===== src/rtl/fir_serial_mac.sv =====
// fir_serial_mac: time-multiplexed FIR filter. One signed MAC walks a circular sample
// buffer over TAPS cycles per accepted sample; coefficients are loaded at run time.
//
// Optional feature macro: FIR_RND_SAT_EN
//   undefined: yout = (acc >>> SHIFT) truncated to DOUT_W bits (floor, wrap on overflow)
//   defined:   round half up before the shift, then saturate to the DOUT_W range
//
// Ports:
//   clk        rising-edge clock
//   rstn       synchronous active-low reset
//   en, xin    input sample strobe and signed sample
//   rdy        block can accept a sample (and a coefficient write) this cycle
//   drop       one-cycle pulse: en was high while rdy was low
//   coef_we    coefficient write strobe, with coef_addr (tap index) and coef_din
//   valid      one-cycle pulse: yout holds a new result
//   yout       signed filter output, held between valid pulses
module fir_serial_mac #(
  parameter int unsigned DIN_W  = 12,
  parameter int unsigned COEF_W = 12,
  parameter int unsigned TAPS   = 16,
  parameter int unsigned SHIFT  = 0,
  parameter int unsigned DOUT_W = 29,
  localparam int unsigned IDX_W = $clog2(TAPS)
) (
  input  logic                     clk,
  input  logic                     rstn,
  input  logic                     en,
  input  logic signed [DIN_W-1:0]  xin,
  output logic                     rdy,
  output logic                     drop,
  input  logic                     coef_we,
  input  logic [IDX_W-1:0]         coef_addr,
  input  logic signed [COEF_W-1:0] coef_din,
  output logic                     valid,
  output logic signed [DOUT_W-1:0] yout
);

  localparam int unsigned PROD_W = DIN_W + COEF_W;
  localparam int unsigned ACC_W  = PROD_W + IDX_W;
  // Wide enough for the rounding add and for the output range, plus a guard bit.
  localparam int unsigned EXT_W  = ((ACC_W + 1 > DOUT_W) ? ACC_W + 1 : DOUT_W) + 1;

  typedef enum logic [1:0] {StIdle, StMac, StOut} state_e;

  state_e                    state_q, state_d;
  logic signed [DIN_W-1:0]   samp_q [TAPS];
  logic signed [DIN_W-1:0]   samp_d [TAPS];
  logic signed [COEF_W-1:0]  coef_q [TAPS];
  logic signed [COEF_W-1:0]  coef_d [TAPS];
  logic signed [ACC_W-1:0]   acc_q, acc_d;
  logic [IDX_W-1:0]          wp_q, wp_d;
  logic [IDX_W-1:0]          j_q, j_d;
  logic                      valid_q, valid_d;
  logic                      drop_q, drop_d;
  logic signed [DOUT_W-1:0]  yout_q, yout_d;

  logic [IDX_W-1:0]          rd_idx;
  logic signed [PROD_W-1:0]  prod;
  logic signed [DOUT_W-1:0]  yout_scaled;
  logic signed [EXT_W-1:0]   acc_ext, acc_shr;

  // OUT is a ready state too, so a new sample can be taken while the result is registered;
  // this gives the TAPS+1 cycle minimum spacing.
  assign rdy = (state_q == StIdle) || (state_q == StOut);

  // (wp - j) mod TAPS. Modular IDX_W arithmetic keeps the low bits exact when wrapping.
  always_comb begin
    if (wp_q >= j_q) begin
      rd_idx = wp_q - j_q;
    end else begin
      rd_idx = wp_q + IDX_W'(TAPS) - j_q;
    end
    prod = samp_q[rd_idx] * coef_q[j_q];
  end

`ifdef FIR_RND_SAT_EN
  logic signed [EXT_W-1:0] sat_max, sat_min;

  always_comb begin
    sat_max              = '0;
    sat_max[DOUT_W-2:0]  = '1;
    sat_min              = ~sat_max;
    // Adds 2^(SHIFT-1) when SHIFT>0, nothing when SHIFT==0.
    acc_ext = EXT_W'(acc_q) + ((EXT_W'(1) << SHIFT) >>> 1);
    acc_shr = acc_ext >>> SHIFT;
    if (acc_shr > sat_max) begin
      yout_scaled = sat_max[DOUT_W-1:0];
    end else if (acc_shr < sat_min) begin
      yout_scaled = sat_min[DOUT_W-1:0];
    end else begin
      yout_scaled = acc_shr[DOUT_W-1:0];
    end
  end
`else
  logic unused_hi;

  always_comb begin
    acc_ext     = EXT_W'(acc_q);
    acc_shr     = acc_ext >>> SHIFT;
    yout_scaled = acc_shr[DOUT_W-1:0];
  end

  // Bits above DOUT_W are discarded: overflow wraps.
  assign unused_hi = ^acc_shr[EXT_W-1:DOUT_W];
`endif

  always_comb begin
    state_d = state_q;
    samp_d  = samp_q;
    coef_d  = coef_q;
    acc_d   = acc_q;
    wp_d    = wp_q;
    j_d     = j_q;
    valid_d = 1'b0;
    drop_d  = en && !rdy;
    yout_d  = yout_q;

    // Coefficient write lands before a coincident sample's MAC starts.
    if (coef_we && rdy && (32'(coef_addr) < TAPS)) begin
      coef_d[coef_addr] = coef_din;
    end

    unique case (state_q)
      StIdle: begin
        if (en) begin
          samp_d[wp_q] = xin;
          acc_d        = '0;
          j_d          = '0;
          state_d      = StMac;
        end
      end
      StMac: begin
        acc_d = acc_q + {{IDX_W{prod[PROD_W-1]}}, prod};
        if (j_q == IDX_W'(TAPS - 1)) begin
          j_d     = '0;
          wp_d    = (wp_q == IDX_W'(TAPS - 1)) ? '0 : wp_q + 1'b1;
          state_d = StOut;
        end else begin
          j_d = j_q + 1'b1;
        end
      end
      StOut: begin
        valid_d = 1'b1;
        yout_d  = yout_scaled;
        state_d = StIdle;
        if (en) begin
          samp_d[wp_q] = xin;
          acc_d        = '0;
          j_d          = '0;
          state_d      = StMac;
        end
      end
      default: state_d = StIdle;
    endcase
  end

  always_ff @(posedge clk) begin
    if (!rstn) begin
      state_q <= StIdle;
      for (int i = 0; i < int'(TAPS); i++) begin
        samp_q[i] <= '0;
        coef_q[i] <= '0;
      end
      acc_q   <= '0;
      wp_q    <= '0;
      j_q     <= '0;
      valid_q <= 1'b0;
      drop_q  <= 1'b0;
      yout_q  <= '0;
    end else begin
      state_q <= state_d;
      samp_q  <= samp_d;
      coef_q  <= coef_d;
      acc_q   <= acc_d;
      wp_q    <= wp_d;
      j_q     <= j_d;
      valid_q <= valid_d;
      drop_q  <= drop_d;
      yout_q  <= yout_d;
    end
  end

  assign valid = valid_q;
  assign drop  = drop_q;
  assign yout  = yout_q;

endmodule


===== config.mk =====
export PLATFORM = sky130hd
export DESIGN_NAME = fir_serial_mac
export DESIGN_NICKNAME = d
export VERILOG_FILES = /design/src/rtl/fir_serial_mac.sv
export SDC_FILE = /design/constraint.sdc
export NUM_CORES = 2
export LEC_CHECK = 0
export ABC_CLOCK_PERIOD_IN_PS = 10900
export BUFFER_PORTS_ARGS = -buffer_cell sky130_fd_sc_hd__buf_2
export CORE_ASPECT_RATIO = 2
export CORE_MARGIN = 4
export CORE_UTILIZATION = 55
export CTS_CLUSTER_SIZE = 16
export DETAILED_ROUTE_END_ITERATION = 16
export PLACE_DENSITY_LB_ADDON = 0.15
export SLEW_MARGIN = 15
export SYNTH_ARGS = -nofsm -noshare
export SYNTH_HDL_FRONTEND = slang
export SYNTH_SLANG_ARGS = --single-unit
export TNS_END_PERCENT = 50

===== constraint.sdc =====
create_clock -name clk -period 10.9 [get_ports clk]
set_input_delay 1.09 -clock clk [delete_from_list [all_inputs] [get_ports clk]]
set_output_delay 1.09 -clock clk [all_outputs]
set_load 0.05 [all_outputs]

* Yosys cells after proc, flatten, opt, wreduce, memory -nomap -nowiden *
Cells that the tools add are included.

word-level totals
  memories kept = 0
  ROM bits = 0
  register bits = 452
  latch bits = 0
  bits of input ports = 32
  logic and storage cells = 97
  RAM bits = 0

cells by class
  reduce and logical (&&, ||, !) cells = 13
  bitwise operators = 4
  multipliers = 1
  eq/ne operators = 7
  $lt $le $gt $ge = 6
  div/mod/pow operators = 0
  mux-type cells = 23
  shifts and indexed selects = 0
  $add $sub $neg = 4

operators with widths
  operator                                                    number
  bitwise mux 192 bit                                         2
  binary-select mux 12 bit (select 4 bit)                     2
  demux 12 bit (select 4 bit)                                 2
  2-to-1 mux 12 bit                                           6
  one-hot mux 28 bit (2 select lines)                         1
  adder 28 bit                                                1
  2-to-1 mux 28 bit                                           1
  multiplier 12 x 12 -> 24 bit                                1
  greater-or-equal comparator 5 bit, second input constant    4
  inverter 4 -> 5 bit                                         4
  2-to-1 mux 4 bit                                            3
  less-than comparator 5 x 1 -> 1 bit, second input constant  2
  adder 4 x 1 -> 4 bit, second input constant                 2
  == test 4 bit, second input constant                        2
  one-hot mux 4 bit (2 select lines)                          1
  AND reduction 2 bit                                         4
  one-hot mux 2 bit (3 select lines)                          1
  logical AND 1 bit                                           4
  2-to-1 mux 2 bit                                            2
  inequality test 2 bit, second input constant                2
  subtractor 4 bit                                            1
  == test 2 x 1 -> 1 bit, second input constant               1
  == test 2 bit, second input constant                        1
  logical NOT 2 bit                                           1
  other kinds (6)                                             7

* Logic depth before layout (Yosys ltp) *
  depth in word-level cells = 8
  depth in mapped cells = 43

* Worst setup path before layout *
No wires, ideal clock.

  path kind = register to register
  from = register j_q[1]
  to = register acc_q[27]
  cell stages (with the launch flop) = 40
  data required time = 10.783 ns
  library setup time = 0.117 ns
  arrival = 9.210 ns
  period minus slack after synthesis = 9.327 ns
  setup slack = 1.573 ns
  cells stage by stage = dfxtp_1 clkbuf_1 clkbuf_1 inv_1 fa_1 buf_2 buf_1 mux4_2 mux2_2 nand2_1 o21ai_0 buf_2 nand2_1 inv_1 fa_1 fa_1 inv_1 fa_1 [4 not listed] inv_1 ha_1 and3_1 a221o_1 a31oi_1 and2b_1 nor2_1 xnor2_1 ha_1 and3_1 a311oi_1 o211a_1 a211oi_1 a211o_1 a311oi_2 xnor2_1 o21bai_1 a22o_1

between the ends
  word-level cells in the longest chain between the ends = 8
  elaborated cells between the ends (all ways) = 12
  those cells by class = add/sub (2); mul (1); mux (7); bitwise (2)

RTL lines
  what                                                   line    text
  start, declared                                        52      logic [IDX_W-1:0] j_q, j_d;
  start signal, assigned                                 176     j_q <= j_d;
  subtractor 4 bit                                       69, 71
  inverter 4 -> 5 bit (implied by the code)              73      prod = samp_q[rd_idx] * coef_q[j_q];
  binary-select mux 12 bit (select 4 bit)                73
  2-to-1 mux 12 bit (implied by the code) (2 in series)  73
  multiplier 12 x 12 -> 24 bit (*)                       73
  adder 28 bit (*)                                       133     acc_d = acc_q + {{IDX_W{prod[PROD_W-1]}}, prod};
  one-hot mux 28 bit (2 select lines) (*)                123     unique case (state_q)
  end signal, assigned                                   164     acc_q <= '0;
  end signal, assigned                                   174     acc_q <= acc_d;
  end, declared                                          50      logic signed [ACC_W-1:0] acc_q, acc_d;

Every way passes the cells marked *; elsewhere a longest branch is shown, timed or not. The select of a mux whose other input is x is not followed.
A chain may end at the register's enable or synchronous reset.

* Worst setup path after layout *
  from = register j_q[0]
  to = register acc_q[25]

The elaborated chain is that of the path after synthesis.

==> impl_metrics.csv <==
group,metric,value,unit
layout,nFillCells,4238,
pwr,powerDensity,121,nW/µm²
placed_design,dp_hpwl,50700,µm
floorplan,die_h,320,µm
clock_tree,clk_latency,580,ps
clock_tree,clockBufferDepth,3,
synth,netlist_area,26700,µm²
pwr,peakVddDrop,172,µV
timing,setup_viol,0,
clock_tree,cts.sinks,452,
synth,yosys.area.top_type,"dfxtp_1",
synth,synth_edf_count,0,
floorplan,io_pins,64,
drt,drc_errors,0,
timing,finalMaxSlewViolations,0,
critical_path,cpMaxStageDelayCell,"fa_2",
drt,vias,19777,
drt,ant_nets,0,
placed_design,dp.cells,3376,
placed_design,place_congestion,0.907,
synth,synth_compound_area_share,10.0,%
clock_tree,ctsHoldBuffers,0,
critical_path,end_kind,"flip-flop",
critical_path,path_max_fanout,19,
synth,syn_nets,3083,
synth,async_flop_share,0,%
floorplan,core_area,48200,µm²
pwr,clkPwrFrac,44.6,%
layout,multi_input_area,16300,µm²
layout,fin_util,60.1,%
flow_run,cap_viol_max_count,0,
synth,synth_xor_area_share,1.64,%
clock_tree,cts_buffers,43,
synth,yosysWarnings,0,
timing,period_needed,10090,ps
timing,tns,0,ps
critical_path,cp_slowest_stage_delay,850,ps
clock_tree,ctsResizeCount,0,
synth,synth-simple-area-share,17.5,%
floorplan,std_cell_rows,114,
synth,synth_top_family_by_area,"simple AND/OR/NAND/NOR gates",
synth,ys_ff_latch,452,
clock_tree,htree_levels,2,
critical_path,worst-setup-path-type,"flip-flop to flip-flop",
synth,synthCells,2825,
synth,synthTopCellsByArea,"dfxtp_1 34%, fa_1 11%, mux4_2 8.8%, nand2_1 8.5%, mux2i_1 7.8%",
timing,worst_pin_slew,1190,ps
synth,synth.most_common_cell,"nand2_1",
pwr,pwr-share-seq,47.7,%
critical_path,critPathArrivalTime,10520,ps
drt,wl,70300,µm
floorplan,dieArea,52400,µm²
synth,synth_top_area_share,33.9,%
placed_design,portBuffers,63,
grt,gr-total-overflow,0,
critical_path,cp.required,11330,ps
drt,avgViaCountPerCell,5.73,
layout,drive_gt1_share,11.1,%
clock_tree,clk_pin_slew,70,ps
layout,nets,3041,
grt,grt_use_total,27.0,%
pwr,comb_power_share,7.7,%
timing,rsz0062_at_grt,"false",
pwr,switchingPower,850,µW
synth,synthAdderAreaFrac,14.5,%
clock_tree,post_cts_buffers,0,
grt,grt_pass1_vias,20853,
timing,fin_crit_sh,92.5,%
clock_tree,root_buffer,"clkbuf_16",
pwr,p_leak,0.0114,µW
worst_hold_path,min_path_type,"flip-flop to flip-flop",
grt,grt_first_pass_wirelength,112000,µm
timing,maxSlewHeadroom,20.4,%
layout,syn2layout_area_growth,8.49,%
floorplan,die_x,164,µm
critical_path,crit_path_start_kind,"flip-flop",
synth,yosysUniqueCellTypes,58,
synth,syn_area_per_cell,9.46,µm²
grt,antenna_found_initial,4,
clock_tree,cts_tree,"built",
layout,finalNonFillerCells,3454,
grt,grt_max_degree,166,
layout,regArea,9050,µm²
timing,holdWs,460,ps
timing,finClkSkew,22.2,ps
drt,post_drt_wl_per_cell,20.3,µm
pwr,sw_frac_of_total,24.3,%
drt,drtPass1Iterations,5,
synth,synthTopCellsByCount,"605 x nand2_1, 452 x dfxtp_1, 250 x nor2b_1",
synth,seq_area_frac_synth,33.9,%
synth,synth_mux_area_share,17.0,%
pwr,intPower,2650,µW
timing,fmax,99.1,MHz
floorplan,initial_core_util,55.4,%
drt,drt_iter0_markers,1302,
run_status,outcome,"complete, no violations",
synth,ys.flop_type,"dfxtp_1",
timing,hold_violations,0,
[cell families after synthesis]
group / after synthesis
and+or+nand+nor: 1019
DFF: 452
AOI/OAI and AO/OA: 379
buffers and inverters: 378
muxes: 321
adders and majority gates: 226
xor gates and xnor gates: 50
[sequential cells by signal (all words and copies together), names as in the netlist]
signal and cells:
coef_q 192, samp_q 192, acc_q 28, yout 28
j_q 4, wp_q 4, state_q 2, drop 1
valid 1
[power by group through the flow]
stage / Clock [µW] / Sequential (µW) / Combinational [µW]
2_1_floorplan: 0 / 1710 / 183
3_3_place_gp: 0 / 1710 / 264
3_5_place_dp: 0 / 1710 / 268
4_1_cts: 1600 / 1670 / 269
5_1_grt: 1660 / 1670 / 288
6_report: 1560 / 1670 / 268
[path summary, 6_finish.rpt]
path,depth (start not counted),startpoint,slack [ps],to
worst max-delay path,36,j_q[0],810,acc_q[25]
worst min-delay path,2,yout[24],460,yout[24]
worst max register to register,36,j_q[0],810,acc_q[25]
worst min register to register,2,yout[24],460,yout[24]
[per-stage QoR]
| stage | area (µm²) | total power, µW | worst slack [ps] |
|---|---|---|---|
| detailed placement | 27500 | 1980 | 832 |
| finish | 29000 | 3510 | 813 |
| global route | 29000 | 3620 | 357 |
| global placement | 27500 | 1970 | 1080 |
| CTS | 29000 | 3540 | 801 |
| floorplan | 26700 | 1890 | 1570 |
[layout make-up]
cell class	count	area share [%]
inverters	184	2.38
multi-input cells	1995	56.2
clock buffers	57	4.20
diodes	1	0.00863
flip-flops and latches	452	31.2
clock inverters	20	0.820
well taps	638	2.75
repair buffers	107	2.36
[worst max-delay path: cells and delay by family (launching register included)]
kind | cells | cell delay, ps
AND/OR/NAND/NOR | 4 | 690
AO/OA/AOI/OAI | 12 | 2550
flip-flops | 1 | 570
multiplexers | 2 | 930
buffers and inverters | 7 | 710
adder cells (fa/ha/maj) | 9 | 4120
XOR/XNOR | 2 | 320
[cell usage in the layout, fill, tap and decap left out, drive strengths merged, types with 3 or more instances in the layout]
| master | instances |
|---|---|
| nand2 | 605 |
| dfxtp | 452 |
| nor2b | 250 |
| a21boi | 226 |
| mux2i | 208 |
| inv | 188 |
| fa | 141 |
| buf | 107 |
| mux4 | 105 |
| ha | 85 |
| nor2 | 57 |
| clkbuf | 57 |
| a21oi | 45 |
| o21ai | 35 |
| xnor2 | 35 |
| nand3 | 29 |
| and2 | 21 |
| nand2b | 16 |
| a21o | 16 |
| xor2 | 15 |
| a22oi | 14 |
| and3 | 13 |
| nor3 | 10 |
| clkinv | 9 |
| mux2 | 8 |
| a211oi | 8 |
| a31oi | 7 |
| o21bai | 6 |
| nand4 | 5 |
| nor3b | 5 |
| o211ai | 4 |
| bufinv | 4 |
| clkinvlp | 3 |
[routing by layer]
| layer | share of wire [%] | up-vias | GRT usage, % | wire length, µm |
|---|---|---|---|---|
| li1 | - | 9253 | - | - |
| met4 | 6.6 | 2 | 15.5 | 4670 |
| met5 | 0.011 | - | 0 | 8 |
| met2 | 55 | 560 | 50.9 | 38600 |
| met3 | 3.9 | 216 | 3.22 | 2770 |
| met1 | 34 | 9746 | 28.3 | 24200 |
Note: power is estimated with default switching activity, not from simulation.
